**src/rtl/switch_conditioner.sv**
```systemverilog
// Conditions raw board switches for the picoMIPS core: per-bit synchroniser and
// debounce, plus registered rise/fall strobes and a data capture on the handshake bit.
module switch_conditioner #(
  parameter int N_SW            = 10,
  parameter int SYNC_STAGES     = 2,
  parameter int DEBOUNCE_CYCLES = 50000,
  parameter int HS_BIT          = 8,
  parameter int DATA_W          = 8
) (
  input  logic              clk,
  input  logic              nReset,
  input  logic [N_SW-1:0]   switchesIn,
  output logic [N_SW-1:0]   switchesOut,
  output logic              handshakeRise,
  output logic              handshakeFall,
  output logic [DATA_W-1:0] dataOut
);

  localparam int CNT_W = $clog2(DEBOUNCE_CYCLES + 1);
  localparam logic [CNT_W-1:0] CNT_LAST = CNT_W'(DEBOUNCE_CYCLES - 1);

  logic [N_SW-1:0]  sync_q [SYNC_STAGES];
  logic [N_SW-1:0]  synced;
  logic [N_SW-1:0]  deb;
  logic [CNT_W-1:0] cnt [N_SW];
  logic             hs_prev;
  logic             rise;
  logic             fall;

  always_ff @(posedge clk or negedge nReset) begin
    if (!nReset) begin
      for (int unsigned k = 0; k < SYNC_STAGES; k++) sync_q[k] <= '0;
    end else begin
      sync_q[0] <= switchesIn;
      for (int unsigned k = 1; k < SYNC_STAGES; k++) sync_q[k] <= sync_q[k-1];
    end
  end

  assign synced = sync_q[SYNC_STAGES-1];

  // Counter clears both on a return to the accepted level and on acceptance.
  always_ff @(posedge clk or negedge nReset) begin
    if (!nReset) begin
      deb <= '0;
      for (int unsigned i = 0; i < N_SW; i++) cnt[i] <= '0;
    end else begin
      for (int unsigned i = 0; i < N_SW; i++) begin
        if (synced[i] == deb[i]) begin
          cnt[i] <= '0;
        end else if (cnt[i] == CNT_LAST) begin
          deb[i] <= synced[i];
          cnt[i] <= '0;
        end else begin
          cnt[i] <= cnt[i] + 1'b1;
        end
      end
    end
  end

  assign switchesOut = deb;

  always_comb begin
    rise = deb[HS_BIT] & ~hs_prev;
    fall = ~deb[HS_BIT] & hs_prev;
  end

  always_ff @(posedge clk or negedge nReset) begin
    if (!nReset) begin
      hs_prev       <= 1'b0;
      handshakeRise <= 1'b0;
      handshakeFall <= 1'b0;
      dataOut       <= '0;
    end else begin
      hs_prev       <= deb[HS_BIT];
      handshakeRise <= rise;
      handshakeFall <= fall;
      if (rise) dataOut <= deb[DATA_W-1:0];
    end
  end

endmodule

```
**config.mk**
```make
export PLATFORM = sky130hd
export DESIGN_NAME = switch_conditioner
export DESIGN_NICKNAME = d
export VERILOG_FILES = /design/src/rtl/switch_conditioner.sv
export SDC_FILE = /design/constraint.sdc
export NUM_CORES = 1
export LEC_CHECK = 0
export BUFFER_PORTS_ARGS = -buffer_cell sky130_fd_sc_hd__clkbuf_2
export CAP_MARGIN = 40
export CORE_MARGIN = 4
export CORE_UTILIZATION = 31
export DETAILED_ROUTE_END_ITERATION = 7
export HOLD_SLACK_MARGIN = 0.02
export SLEW_MARGIN = 20
export SYNTH_ARGS = -nofsm -noshare
export SYNTH_HDL_FRONTEND = slang
export SYNTH_SLANG_ARGS = --single-unit
export TNS_END_PERCENT = 100
```
**constraint.sdc**
```tcl
create_clock -name clk -period 3.5 [get_ports clk]
set_input_delay 0.7 -clock clk [delete_from_list [all_inputs] [get_ports clk]]
set_output_delay 0.7 -clock clk [all_outputs]
set_load 0.01 [all_outputs]
```
# After elaboration in Yosys (flattened, before gate mapping)
# Cells that the tools add are included.
# classes
n_eq_ne,20
add_sub_neg,10
bitwise,14
n_reduce_logical,10
mux,20
# ops
operator,count
2-to-1 mux 16 bit,20
"adder 16 x 1 -> 16 bit, second input constant",10
"== test 16 bit, second input constant",10
AND reduction 2 bit,10
inverter 1 bit,12
== test 1 bit,10
AND 1 bit,2
# word_totals
input_bits,12
output_inout_bits,20
regBits,201

# Depth between registers and ports, before layout
# depth
word_depth,3
mapped_depth,6

# Worst setup path after synthesis
# Ideal clock, no wire load.
# synth_path
path_type,register to register
start,register cnt[139] in the netlist's numbering
end,register cnt[136] in the netlist's numbering
path_stages_with_launch,6
setup_time_ps,119
period_less_slack_ps,1696
required_time_ps,3381
slack_ps,1804
n_path_buf,1
arrival_ps,1577
cell_sequence,dfrtp_1 > nor4b_1 > nand3b_1 > o41ai_4 > buf_4 > nor2_1
# synth_via
elab_chain_cells,3
# synth_lines
element,line_no,source
start: declaration,25,logic [CNT_W-1:0] cnt [N_SW];
start signal: indexed assignment,54,cnt[i] <= cnt[i] + 1'b1;
== test 16 bit,50,end else if (cnt[i] == CNT_LAST) begin
2-to-1 mux 16 bit,50,
2-to-1 mux 16 bit,48,if (synced[i] == deb[i]) begin
# Every way passes these cells.
# A chain may end at the register's enable or synchronous reset.

# Final worst setup path
# Same ends and word-level chain as after synthesis.

==> results.sh <==
export IMPL_reg2reg_from="cnt[139]"
export IMPL_slew_headroom=0.442
export IMPL_pwr_density_cell_nw_per_um2=483
export IMPL_avgSynthCellArea_um2=10.5
export IMPL_seq_area_um2=5030
export IMPL_fmax_ghz=0.493
export IMPL_syn_num_nets=890
export IMPL_cts_sinks=201
export IMPL_cts_tree="yes"
export IMPL_drt_iter0_markers=295
export IMPL_syn_cell_area_um2=9140
export IMPL_vias=6269
export IMPL_root_buffer="clkbuf_16"
export IMPL_fin_crit_sh=0.579
export IMPL_r2r_cells=4
export IMPL_synthMuxAreaShare=0.0222
export IMPL_period_minus_slack_ps=2030
export IMPL_p_total_w=0.00515
export IMPL_place_inst=1272
export IMPL_wl_mm=16.6
export IMPL_hold_path_end="sync_q[18]"
export IMPL_synth_yosys_seq_area_share=0.551
export IMPL_coreArea_um2=28900
export IMPL_ioPinCount=32
export IMPL_port_buffers=31
export IMPL_layout_drive_gt1_share=0.108
export IMPL_tns_ps=0
export IMPL_die_h_um=180
export IMPL_hold_viol=0
export IMPL_die_w_um=180
export IMPL_hold_start="switchesIn[8]"
export IMPL_final_max_slew_viol_count=0
export IMPL_gp_congestion=0.811
export IMPL_grt_overflow=0
export IMPL_cts_resized=0
export IMPL_finalSetupViolCount=0
export IMPL_end_kind="flip-flop"
export IMPL_route_detailed_drc=0
export IMPL_postSynthCellCount=868
export IMPL_reg2reg_setup_slack_ps=1470
export IMPL_grt_max_degree=93
export IMPL_hp_class="in -> reg"
export IMPL_start_util=0.317
export IMPL_cp_start_kind="flip-flop"
export IMPL_yosys_area_share_simple=0.248
export IMPL_synth_adder_area_share=0.0137
export IMPL_grt_pass1_vias=6099
export IMPL_via_per_inst=4.76
export IMPL_clock_latency_ps=510
export IMPL_htreeDepth=1
export IMPL_fillers=2845
export IMPL_worst_setup_path_type="reg -> reg"
export IMPL_p_leak_nw=4.36
export IMPL_clock_path_buffers=3
export IMPL_maxCapViolCount=0
export IMPL_n_antenna_cell=0
export IMPL_dieArea_um2=32300
export IMPL_dp_hpwl_mm=10.8
export IMPL_wire_per_inst_um=12.6
export IMPL_r2r_end="cnt[136]"
export IMPL_antenna_found_initial=0
export IMPL_synth_xor_area_frac=0.136
export IMPL_rows=62
export IMPL_synth_seq_cells=201
export IMPL_track_usage=0.102
export IMPL_multi_input_area_um2=3950
export IMPL_peakVddDrop_mv=0.422
export IMPL_status="complete, no violations"
export IMPL_synth_compound_area_share=0.0126
export IMPL_cts_buffers=23
export IMPL_cts_setup_buffers=0
export IMPL_ys_warn_count=0
export IMPL_hold_ws_ps=292
export IMPL_path_clk_slew_ps=60
export IMPL_ant_nets=0
export IMPL_fin_util=0.369
export IMPL_cts_hold_buf=0
export IMPL_final_cells=1316
export IMPL_final_nets=937
export IMPL_synth_distinct_cells=33
export IMPL_cp_data_arrival_time_ps=2360
export IMPL_worstMarginPinSlew_ps=834
export IMPL_clock_skew_ps=19.9
export IMPL_grt_pass1_wl_mm=29.1
export IMPL_crit_fanout=16
export IMPL_synth_top_family_by_area="simple AND/OR/NAND/NOR gates"
export IMPL_synthToLayoutAreaGrowth_pct=16.7
export IMPL_crit_required_ps=3830
export IMPL_rsz0062_at_grt="false"
export IMPL_first_pass_iters=6
export IMPL_hold_depth=1
-- cell usage after synthesis --
| cell type | count | area share |
|---|---|---|
| or3_4 | 1 | 0.0012 |
| xnor2_1 | 108 | 0.10 |
| buf_4 | 1 | 0.00082 |
| o41ai_4 | 1 | 0.0030 |
| nand2b_1 | 1 | 0.00069 |
| or2_2 | 1 | 0.00069 |
| or3_1 | 1 | 0.00069 |
| nand4_1 | 51 | 0.035 |
| ha_1 | 10 | 0.014 |
| and2_1 | 1 | 0.00069 |
| nand3b_1 | 1 | 0.00082 |
| and4_1 | 3 | 0.0029 |
| nand3_2 | 1 | 0.0011 |
| nor4bb_1 | 18 | 0.020 |
| nand2_1 | 39 | 0.016 |
| nand4b_1 | 1 | 0.00096 |
| dfrtp_1 | 201 | 0.55 |
| or4_1 | 5 | 0.0041 |
| xor2_1 | 34 | 0.033 |
| and3_1 | 22 | 0.015 |
| inv_1 | 25 | 0.010 |
| nand3_1 | 52 | 0.028 |
| clkbuf_1 | 15 | 0.0062 |
| nor4_1 | 36 | 0.025 |
| nor2b_1 | 1 | 0.00069 |
| mux2_2 | 18 | 0.022 |
| nor4b_1 | 10 | 0.0096 |
| nor3_1 | 29 | 0.016 |
| a21oi_1 | 8 | 0.0044 |
| o21ai_0 | 2 | 0.0011 |
| or3_2 | 1 | 0.00082 |
| nor2_1 | 165 | 0.068 |
| o31ai_1 | 5 | 0.0041 |
-- cell families after synthesis --
group / after synthesis
mux: 18
xor+xnor: 142
fa+ha+maj: 10
simple gates: 440
buf+inv: 41
compound gates: 16
flops: 201
-- power breakdown --
part	total, W	switching, W	internal, W
sequential	0.00240	0.0000364	0.00236
clock	0.00261	0.000959	0.00165
combinational	0.000139	0.0000956	0.0000436
total	0.00515	0.00109	0.00406
-- worst max-delay path by stage --
stage	from	end	slack (ps)	depth (start not counted)
after floorplan	cnt[139]	cnt[136]	1800	5
after global placement	cnt[139]	cnt[135]	1470	4
after detailed placement	cnt[139]	cnt[138]	1420	4
after CTS	cnt[139]	cnt[138]	1400	4
after global routing	cnt[139]	cnt[138]	1180	4
final	cnt[139]	cnt[136]	1470	4
-- registers in the layout, indices dropped and copies added (netlist names) --
signal,count
handshakeFall,1
switchesOut,10
hs_prev,1
sync_q,10
cnt,160
handshakeRise,1
dataOut,8
synced,10
-- cell usage in the layout (no fill, tap or decap), types with 10 or more instances in the layout --
master / netlist / final
dfrtp_1: 201 / 201
nor2_1: 165 / 165
xnor2_1: 108 / 108
nand3_1: 52 / 52
nand4_1: 51 / 51
nand2_1: 39 / 39
nor4_1: 36 / 36
xor2_1: 34 / 34
clkbuf_2: 0 / 30
nor3_1: 29 / 29
inv_1: 25 / 25
clkbuf_16: 0 / 23
and3_1: 22 / 22
nor4bb_1: 18 / 18
mux2_2: 18 / 18
nor4b_1: 10 / 10
ha_1: 10 / 10
-- critical path: stages (launching register included) --
cell,delay (ps)
dfrtp_1,420
nor4b_1,330
nand3b_1,180
o41ai_4,820
nor2_1,120
-- layout make-up --
type / instances / area share
inverters: 25 / 0.00880
clock inverters: 11 / 0.0163
well taps: 384 / 0.0451
multi-input cells: 626 / 0.370
clock buffers: 31 / 0.0634
repair buffers: 38 / 0.0243
flip-flops and latches: 201 / 0.472
-- per-layer routing --
metal | vias up | wire [µm] | global-route usage
met4 | 0 | 279 | 0.0259
met1 | 3058 | 8290 | 0.144
met3 | 22 | 506 | 0.0174
met2 | 72 | 7540 | 0.162
li1 | 3117 | - | -
met5 | - | 0 | 0
-- per-stage QoR --
step | setup WS (ps) | cell area, µm²
6_report | 1470 | 10700
5_1_grt | 1180 | 10700
4_1_cts | 1400 | 10600
3_5_place_dp | 1420 | 9770
3_3_place_gp | 1470 | 9760
2_1_floorplan | 1800 | 9140
(Power assumes the default switching activity.)
